File: config.mk
export PLATFORM = sky130hd
export DESIGN_NAME = alu_ctrl_muldiv
export DESIGN_NICKNAME = d
export VERILOG_FILES = /design/src/rtl/alu_ctrl_pkg.sv /design/src/rtl/muldiv_iter.sv /design/src/rtl/alu_ctrl_muldiv.sv
export SDC_FILE = /design/constraint.sdc
export NUM_CORES = 1
export LEC_CHECK = 0
export ABC_AREA = 1
export CORE_MARGIN = 3
export CORE_UTILIZATION = 53
export DETAILED_ROUTE_END_ITERATION = 7
export GPL_ROUTABILITY_DRIVEN = 1
export HOLD_SLACK_MARGIN = 0.15
export PLACE_DENSITY = 0.75
export RECOVER_POWER = 50
export SLEW_MARGIN = 0
export SYNTH_ARGS = -nofsm -noshare
export SYNTH_HDL_FRONTEND = slang
export SYNTH_SLANG_ARGS = --single-unit
export TNS_END_PERCENT = 100
File: constraint.sdc
create_clock -name clk_i -period 5 [get_ports clk_i]
set_input_delay 0.75 -clock clk_i [delete_from_list [all_inputs] [get_ports clk_i]]
set_output_delay 0.75 -clock clk_i [all_outputs]
set_load 0.005 [all_outputs]
File: src/rtl/alu_ctrl_pkg.sv
// Shared constants, FSM state type and funct decode for alu_ctrl_muldiv.
package alu_ctrl_pkg;

    // ALU control codes
    localparam logic [3:0] CtrlAnd  = 4'b0000;
    localparam logic [3:0] CtrlOr   = 4'b0001;
    localparam logic [3:0] CtrlAdd  = 4'b0010;
    localparam logic [3:0] CtrlSub  = 4'b0110;
    localparam logic [3:0] CtrlSlt  = 4'b0111;
    localparam logic [3:0] CtrlMfhi = 4'b1000;
    localparam logic [3:0] CtrlMflo = 4'b1001;
    localparam logic [3:0] CtrlNor  = 4'b1100;
    localparam logic [3:0] CtrlNop  = 4'b1111;

    // ALUOp classes from the main decoder; 101..111 are R-type
    localparam logic [2:0] AluOpAdd = 3'b000;
    localparam logic [2:0] AluOpSub = 3'b001;
    localparam logic [2:0] AluOpOr  = 3'b010;
    localparam logic [2:0] AluOpSlt = 3'b011;
    localparam logic [2:0] AluOpAnd = 3'b100;

    // funct field values
    localparam logic [5:0] FunctAdd   = 6'b100000;
    localparam logic [5:0] FunctSub   = 6'b100010;
    localparam logic [5:0] FunctAnd   = 6'b100100;
    localparam logic [5:0] FunctOr    = 6'b100101;
    localparam logic [5:0] FunctNor   = 6'b100111;
    localparam logic [5:0] FunctSlt   = 6'b101010;
    localparam logic [5:0] FunctMfhi  = 6'b010000;
    localparam logic [5:0] FunctMflo  = 6'b010010;
    localparam logic [5:0] FunctMult  = 6'b011000;
    localparam logic [5:0] FunctMultu = 6'b011001;
    localparam logic [5:0] FunctDiv   = 6'b011010;
    localparam logic [5:0] FunctDivu  = 6'b011011;

    typedef enum logic [1:0] {
        StIdle,
        StRun,
        StFix
    } state_e;

    function automatic logic is_rtype(input logic [2:0] alu_op);
        return alu_op[2] && (alu_op[1:0] != 2'b00);
    endfunction

    // mult/multu/div/divu and unknown functs all map to CtrlNop
    function automatic logic [3:0] funct_ctrl(input logic [5:0] funct);
        logic [3:0] ctrl;
        ctrl = CtrlNop;
        case (funct)
            FunctAdd:  ctrl = CtrlAdd;
            FunctSub:  ctrl = CtrlSub;
            FunctAnd:  ctrl = CtrlAnd;
            FunctOr:   ctrl = CtrlOr;
            FunctNor:  ctrl = CtrlNor;
            FunctSlt:  ctrl = CtrlSlt;
            FunctMfhi: ctrl = CtrlMfhi;
            FunctMflo: ctrl = CtrlMflo;
            default:   ctrl = CtrlNop;
        endcase
        return ctrl;
    endfunction

endpackage

File: src/rtl/muldiv_iter.sv
// Iterative multiply/divide datapath: magnitude conversion, shift/accumulate registers,
// one shift-add or restoring-subtract step per cycle, and sign fix-up of the result.
// Divider path only exists when ALU_CTRL_DIV_EN is defined.
module muldiv_iter #(
    parameter int unsigned DATA_W = 32
) (
    input  logic              clk_i,
    input  logic              rst_i,
    input  logic              load_i,
    input  logic              step_i,
    input  logic              is_signed_i,
    input  logic              is_div_i,
    input  logic [DATA_W-1:0] src1_i,
    input  logic [DATA_W-1:0] src2_i,
    output logic [DATA_W-1:0] hi_o,
    output logic [DATA_W-1:0] lo_o
);

    // b: multiplicand or divisor magnitude; acc: upper half / remainder;
    // sh: multiplier shifting out / dividend shifting out, quotient shifting in
    logic [DATA_W-1:0]   b_q, b_d, acc_q, acc_d, sh_q, sh_d;
    logic                neg_q, neg_d;  // negate product or quotient
    logic [DATA_W-1:0]   mag1, mag2;
    logic [DATA_W:0]     sum;
    logic [2*DATA_W-1:0] prod;

    assign mag1 = (is_signed_i && src1_i[DATA_W-1]) ? -src1_i : src1_i;
    assign mag2 = (is_signed_i && src2_i[DATA_W-1]) ? -src2_i : src2_i;
    assign sum  = {1'b0, acc_q} + {1'b0, b_q};

`ifdef ALU_CTRL_DIV_EN
    logic              div_q, div_d;
    logic              rem_neg_q, rem_neg_d;  // remainder follows dividend sign
    logic              dz_q, dz_d;            // divide by zero
    logic [DATA_W-1:0] dvd_q, dvd_d;          // raw dividend for the divide-by-zero result
    logic [DATA_W:0]   rem_sh, diff;

    assign rem_sh = {acc_q, sh_q[DATA_W-1]};
    assign diff   = rem_sh - {1'b0, b_q};
`else
    logic unused_is_div;
    assign unused_is_div = is_div_i;
`endif

    // Operand load on start, then one iteration step per RUN cycle
    always_comb begin
        b_d   = b_q;
        acc_d = acc_q;
        sh_d  = sh_q;
        neg_d = neg_q;
`ifdef ALU_CTRL_DIV_EN
        div_d     = div_q;
        rem_neg_d = rem_neg_q;
        dz_d      = dz_q;
        dvd_d     = dvd_q;
`endif
        if (load_i) begin
            acc_d = '0;
            neg_d = is_signed_i && (src1_i[DATA_W-1] ^ src2_i[DATA_W-1]);
`ifdef ALU_CTRL_DIV_EN
            div_d     = is_div_i;
            b_d       = is_div_i ? mag2 : mag1;
            sh_d      = is_div_i ? mag1 : mag2;
            rem_neg_d = is_signed_i && src1_i[DATA_W-1];
            dz_d      = is_div_i && (src2_i == '0);
            dvd_d     = src1_i;
`else
            b_d  = mag1;
            sh_d = mag2;
`endif
        end else if (step_i) begin
`ifdef ALU_CTRL_DIV_EN
            if (div_q) begin
                // Borrow in diff[DATA_W] means the trial subtract failed: restore
                if (!diff[DATA_W]) begin
                    acc_d = diff[DATA_W-1:0];
                    sh_d  = {sh_q[DATA_W-2:0], 1'b1};
                end else begin
                    acc_d = rem_sh[DATA_W-1:0];
                    sh_d  = {sh_q[DATA_W-2:0], 1'b0};
                end
            end else
`endif
            if (sh_q[0]) begin
                {acc_d, sh_d} = {sum, sh_q[DATA_W-1:1]};
            end else begin
                {acc_d, sh_d} = {1'b0, acc_q, sh_q[DATA_W-1:1]};
            end
        end
    end

    // Datapath registers
    always_ff @(posedge clk_i or posedge rst_i) begin
        if (rst_i) begin
            b_q   <= '0;
            acc_q <= '0;
            sh_q  <= '0;
            neg_q <= 1'b0;
`ifdef ALU_CTRL_DIV_EN
            div_q     <= 1'b0;
            rem_neg_q <= 1'b0;
            dz_q      <= 1'b0;
            dvd_q     <= '0;
`endif
        end else begin
            b_q   <= b_d;
            acc_q <= acc_d;
            sh_q  <= sh_d;
            neg_q <= neg_d;
`ifdef ALU_CTRL_DIV_EN
            div_q     <= div_d;
            rem_neg_q <= rem_neg_d;
            dz_q      <= dz_d;
            dvd_q     <= dvd_d;
`endif
        end
    end

    // Sign-corrected result, consumed by the top on the FIX edge
    always_comb begin
        prod = {acc_q, sh_q};
        if (neg_q) begin
            prod = -prod;
        end
        hi_o = prod[2*DATA_W-1:DATA_W];
        lo_o = prod[DATA_W-1:0];
`ifdef ALU_CTRL_DIV_EN
        if (div_q) begin
            if (dz_q) begin
                lo_o = '1;
                hi_o = dvd_q;
            end else begin
                lo_o = neg_q ? -sh_q : sh_q;
                hi_o = rem_neg_q ? -acc_q : acc_q;
            end
        end
`endif
    end

endmodule

File: src/rtl/alu_ctrl_muldiv.sv
// ALU control decode plus multi-cycle mult/div sequencer with HI/LO registers.
// Define ALU_CTRL_DIV_EN to enable div/divu; otherwise only mult/multu start the sequencer.
module alu_ctrl_muldiv #(
    parameter int unsigned DATA_W = 32,
    parameter int unsigned CNT_W  = $clog2(DATA_W)
) (
    input  logic              clk_i,
    input  logic              rst_i,
    input  logic              valid_i,
    input  logic [2:0]        ALUOp_i,
    input  logic [5:0]        funct_i,
    input  logic [DATA_W-1:0] src1_i,
    input  logic [DATA_W-1:0] src2_i,
    output logic [3:0]        ALUCtrl_o,
    output logic              stall_o,
    output logic              done_o,
    output logic [DATA_W-1:0] hi_o,
    output logic [DATA_W-1:0] lo_o
);
    import alu_ctrl_pkg::*;

    state_e            state_q, state_d;
    logic [CNT_W-1:0]  cnt_q, cnt_d;
    logic [DATA_W-1:0] hi_q, lo_q, hi_res, lo_res;
    logic              done_q;
    logic              is_mul, is_dv, start, load, step, write;

    // Single-cycle ALU control decode
    always_comb begin
        ALUCtrl_o = CtrlNop;
        case (ALUOp_i)
            AluOpAdd: ALUCtrl_o = CtrlAdd;
            AluOpSub: ALUCtrl_o = CtrlSub;
            AluOpOr:  ALUCtrl_o = CtrlOr;
            AluOpSlt: ALUCtrl_o = CtrlSlt;
            AluOpAnd: ALUCtrl_o = CtrlAnd;
            default:  ALUCtrl_o = funct_ctrl(funct_i);
        endcase
    end

    assign is_mul = (funct_i == FunctMult) || (funct_i == FunctMultu);
`ifdef ALU_CTRL_DIV_EN
    assign is_dv  = (funct_i == FunctDiv) || (funct_i == FunctDivu);
`else
    assign is_dv  = 1'b0;
`endif
    assign start = valid_i && is_rtype(ALUOp_i) && (is_mul || is_dv) && (state_q == StIdle);

    // Busy covers RUN/FIX, which also holds any mfhi/mflo until HI/LO are written
    assign stall_o = start || (state_q != StIdle);

    // Sequencer next state: IDLE -> RUN (DATA_W steps) -> FIX (write HI/LO) -> IDLE
    always_comb begin
        state_d = state_q;
        cnt_d   = cnt_q;
        load    = 1'b0;
        step    = 1'b0;
        write   = 1'b0;
        case (state_q)
            StIdle: begin
                if (start) begin
                    state_d = StRun;
                    cnt_d   = CNT_W'(DATA_W - 1);
                    load    = 1'b1;
                end
            end
            StRun: begin
                step = 1'b1;
                if (cnt_q == '0) begin
                    state_d = StFix;
                end else begin
                    cnt_d = cnt_q - 1'b1;
                end
            end
            StFix: begin
                write   = 1'b1;
                state_d = StIdle;
            end
            default: state_d = StIdle;
        endcase
    end

    // FSM, counter, HI/LO and done pulse registers
    always_ff @(posedge clk_i or posedge rst_i) begin
        if (rst_i) begin
            state_q <= StIdle;
            cnt_q   <= '0;
            hi_q    <= '0;
            lo_q    <= '0;
            done_q  <= 1'b0;
        end else begin
            state_q <= state_d;
            cnt_q   <= cnt_d;
            done_q  <= write;
            if (write) begin
                hi_q <= hi_res;
                lo_q <= lo_res;
            end
        end
    end

    muldiv_iter #(
        .DATA_W(DATA_W)
    ) u_iter (
        .clk_i      (clk_i),
        .rst_i      (rst_i),
        .load_i     (load),
        .step_i     (step),
        .is_signed_i(~funct_i[0]),
        .is_div_i   (is_dv),
        .src1_i     (src1_i),
        .src2_i     (src2_i),
        .hi_o       (hi_res),
        .lo_o       (lo_res)
    );

    assign done_o = done_q;
    assign hi_o   = hi_q;
    assign lo_o   = lo_q;

endmodule

Word-level counts from Yosys, hierarchy flattened
Index checks and enable logic that the tools add are counted.
- bits in registers: 169
- input bits: 76
- output and inout bits: 70
- logic and storage cells: 74
- add/subtract/negate cells: 5
- equality and inequality tests: 19
- multiplexer cells: 21
- bitwise gates (word level): 2
- reductions and logical operators: 18
- operators with widths (cell ; count):
    $mux 32 ; 8
    $mux 64 ; 1
    $neg 32->32 ; 2
    $neg 64->64 ; 1
    $eq 6x6->1 const B ; 6
    $add 32x32->33 ; 1
    $pmux 4 s8 ; 1
    $eq 6x5->1 const B ; 4
    $pmux 4 s5 ; 1
    $mux 5 ; 2
    $pmux 5 s2 ; 1
    $reduce_bool 2->1 ; 4
    $logic_and 1x1->1 ; 7
    $eq 3x2->1 const B ; 2
    $ne 2x2->1 const B ; 3
    $logic_not 5->1 ; 1
    $sub 5x1->5 const B ; 1
    $mux 1 ; 4
    $mux 2 ; 2
    $pmux 2 s2 ; 1
    $eq 3x1->1 const B ; 1
    $eq 3x3->1 const B ; 1
    $logic_not 3->1 ; 1
    $reduce_and 3->1 ; 1
    other kinds (7) ; 8

Longest topological paths before layout
- word-level depth: 8
- depth in mapped cells: 15
- mapped depth without buffers: 15

Modules after synthesis
A second synthesis with hierarchy kept.
- cells, all modules: 2221
- area, all modules: 13615.6 µm²
- modules (own cells, without submodules) (module ; instances ; cells each ; area each (µm²) ; seq. area each (µm²)):
    muldiv_iter ; 1 ; 1845 ; 10542.6 ; 2427.3
    alu_ctrl_muldiv ; 1 ; 376 ; 3072.9 ; 1801.7

Worst setup path after synthesis
OpenSTA, ideal clock, no wires.
- kind: input to output
- start point: in funct_i[4]
- end point: out ALUCtrl_o[0]
- arrival: 1.556 ns
- required time: 4.250 ns
- slack: 2.694 ns
- stages on the path: 8
- path buffers: 0
- cell sequence: inv_1 nand2_1 nor4_1 nor2_1 nand3_1 inv_1 o21ai_0 o21ai_0
- word-level cells in the longest chain between the ends: 3
- elaborated cells on any way between the ends: 10
- those cells by class: 8 x eq/ne; 2 x mux
- RTL lines (element ; RTL line ; source):
    from (decl) ; alu_ctrl_muldiv.sv:11 ; input logic [5:0] funct_i,
    $eq 6x5->1 or $eq 6x6->1 (tied branches) ; alu_ctrl_pkg.sv:50 ; case (funct)
    $pmux 4 s8 * ; alu_ctrl_pkg.sv:50 ;
    $pmux 4 s5 * ; alu_ctrl_muldiv.sv:31 ; case (ALUOp_i)
    to (decl) ; alu_ctrl_muldiv.sv:14 ; output logic [3:0] ALUCtrl_o,
Mark *: on every way between the ends. The rest lies on a longest branch, timed or not.

Worst setup path after layout
- start point: reg state_q[1]
- end point: reg hi_q[1], in the netlist hi_o[1]
- word-level cells in the longest chain between the ends: 2
- RTL lines (element ; RTL line ; source):
    from (decl) ; alu_ctrl_muldiv.sv:22 ; state_e state_q, state_d;
    from (signal assigned) ; alu_ctrl_muldiv.sv:86 ; state_q <= StIdle;
    from (signal assigned) ; alu_ctrl_muldiv.sv:92 ; state_q <= state_d;
    $eq 2x2->1 ; alu_ctrl_muldiv.sv:59 ; case (state_q)
    $mux 1 ; alu_ctrl_muldiv.sv:59 ;
    to (signal assigned) ; alu_ctrl_muldiv.sv:96 ; hi_q <= hi_res;
    to (decl) ; alu_ctrl_muldiv.sv:24 ; logic [DATA_W-1:0] hi_q, lo_q, hi_res, lo_res;
No other way between the ends.
A chain may end at the register's enable or synchronous reset.

==> metrics <==
WL/cell 15.70 um; Worst Hold Path EP hi_o[13]; WL final 41670 um; R2R depth 6; Worst Hold Class flip-flop to flip-flop; syn nets 2316; async set-reset flop share out of synthesis 100.0%; Die Area 0.02749 mm2; # clock sinks 169; fmax 0.2704 GHz; Hold Vio Cnt, Final 0; Peak VDD IR 0.2188 mV; Row Count 57; count leader, synth nand2_1; IO Count 146; worst endpoint required time 5.32 ns; Core ar. 0.02468 mm2; CP most frequent cell clkbuf_1; Setup Buffers After CTS 0; Vias 14340; r2r setup slk 1.30 ns; first-pass GRT wire length 67810 um; DRT Pass-1 Iters 6; Final min period 3.698 ns; Area contributors post-synth dfrtp_1 31%, nand2_1 22%, inv_1 8.1%; top layer in use met4; Total Routing Usage GR 30.12%; GR Overflow Total 0; Post-Route M1 WL 19300 um; cell taking the most area after synthesis dfrtp_1; CP delay by family, top buffers and inverters; largest net degree at the start of global routing 103; CP Max Fanout 43; Pins Over Slew Limit 247; clock transition at the registers of the reported paths 0.08 ns; share of the synthesized area in the top cell type 31.24%; Synth top cells by count 785 x nand2_1, 292 x inv_1, 243 x nor2_1; vias in the first global route 13230; crit share post-route 73.95%; Worst R2R Start state_q[1]; Avg Inst Size Synth 6.147 um2; layout cells sized above 1 3.691%; CP endpoint kind flip-flop; Layout area overhead 16.57%; post-synthesis register bit count 169; GP Congestion 0.9644; drt initial violations 1473; crit start category flip-flop; crit path DAT 4.02 ns; Final Setup Violations 0; Die Height 165.8 um; Initial Util 54.86%; DIE WIDTH 165.8 um; Max-Slew Margin vs Limit -73.39%; routed vias/inst 5.402; outcome finished with violations; CTS tree done; Syn. warnings 0; Antenna Violating Nets Remaining 0; Leakage Power 8.018 nW; worst skew pair latency 0.45 ns; failing checks max-capacitance violations, max-slew violations; critical path's largest stage delay 1.38 ns; H-Tree Depth 4; Root Driver clkbuf_16; total CTS buffers 17; CP Cell Sequence nand2_2 > clkbuf_1 > clkinv_1 > clkbuf_1 > nand3_1 > nand2_1; PortBufs 145; number of synthesized flops with an enable pin 0; antenna fix cells 0; Power per Cell Area 440.9 mW/mm2; cts repair resizes 0; MaxCap Viol Count 4; Critical Path Start state_q[1]; RSZ-0062 raised after global routing false; Bufs and invs on worst path 3; hpwl dp 32500 um; cts hold-fix bufs 0; Synth cell types 44; Syn Inst Count 2202; measured slew at the worst slew-check pin 2.601 ns; Hold Slack 0.4773 ns; sequential fraction of the synthesis area 31.24%; setup TNS 0 ns; antenna violations before repair 0; Layout Nets 2431; DRC 0; HP Start hi_o[13]; clock buffer depth 2; met2 wire length 17670 um; reg2reg end hi_o[1]; Synth Cell Area 0.01354 mm2; Slowest-stage cell, CP clkbuf_1; crit path kind flip-flop to flip-flop; Clock Skew 0.01596 ns; hold path cells 2; Routed met3 length 3868 um; ys flop type dfrtp_1
[layer usage]
metal / track usage [%] / vias up
li1: - / 7202
met1: 45.12 / 6440
met2: 45.91 / 637
met3: 4.689 / 57
met4: 7.414 / 0
met5: 0 / -
[registers in the layout, indices dropped and copies added (netlist names)]
name	flops
cnt_q	5
u_iter.b_q	32
u_iter.sh_q	32
u_iter.neg_q	1
hi_o	32
u_iter.acc_q	32
done_o	1
state_q	2
lo_o	32
[worst min-delay path, delay by kind of cell (launching register included)]
kind             cells  cell delay [ns]
flip-flops           1             0.34
AND/OR/NAND/NOR      2             0.10
[area by class of cell]
| class | instances | area, um2 |
|---|---|---|
| Fill cell | 2408 | 8896 |
| Multi-Input combinational cell | 1672 | 7875 |
| Sequential cell | 169 | 4230 |
| Timing Repair Buffer | 157 | 1540 |
| Inverter | 300 | 1127 |
| Clock buffer | 17 | 425.4 |
| Tap cell | 324 | 405.4 |
| Clock inverter | 15 | 176.4 |
[placed cells by master, fill, tap and decap left out, types with 29 or more instances in the layout]
master,count
nor2_1,243
a21oi_1,79
dlygate4sd3_1,29
inv_1,291
ha_1,37
dfrtp_1,168
clkdlybuf4s50_1,116
nand2_1,785
nand3_1,177
o21ai_0,140
xor2_1,60
[report_power, final]
group          internal, mW  total (mW)  leakage, nW  switching [mW]
registers              1.83        2.44         2.09           0.611
clock network         0.679        1.37        0.292           0.687
logic                  1.20        3.15         5.64            1.94
[cell families (layout without fill, tap and decap cells)]
| kind of cell | Yosys count | count (layout) | share of synthesized area [%] |
|---|---|---|---|
| and+or+nand+nor | 1299 | 1299 | 39.93 |
| buffers and inverters | 361 | 489 | 10.47 |
| AOI/OAI and AO/OA | 272 | 272 | 10.71 |
| DFF | 169 | 169 | 31.24 |
| xor gates and xnor gates | 63 | 63 | 4.076 |
| adders and majority gates | 38 | 38 | 3.568 |
[metrics by stage]
stage	instances	util (%)	total power [mW]	setup WS, ns	cell area, um2
finish	2654	63.95	6.958	1.302	15780
CTS	2654	64.14	6.937	1.560	15830
floorplan	2202	-	4.302	2.095	13540
detailed placement	2622	61.70	5.557	1.561	15220
global route	2654	63.95	7.504	0.9052	15780
global placement	2622	61.70	5.485	1.658	15220
[worst max-delay path by stage]
stage,to,slack [ns],depth (start not counted)
2_1_floorplan,cnt_q[0],2.10,1
3_3_place_gp,ALUCtrl_o[0],1.66,9
3_5_place_dp,ALUCtrl_o[0],1.56,10
4_1_cts,ALUCtrl_o[0],1.56,10
5_1_grt,u_iter.neg_q,0.91,3
6_report,hi_o[1],1.30,6
Note: power is estimated with default switching activity, not from simulation.
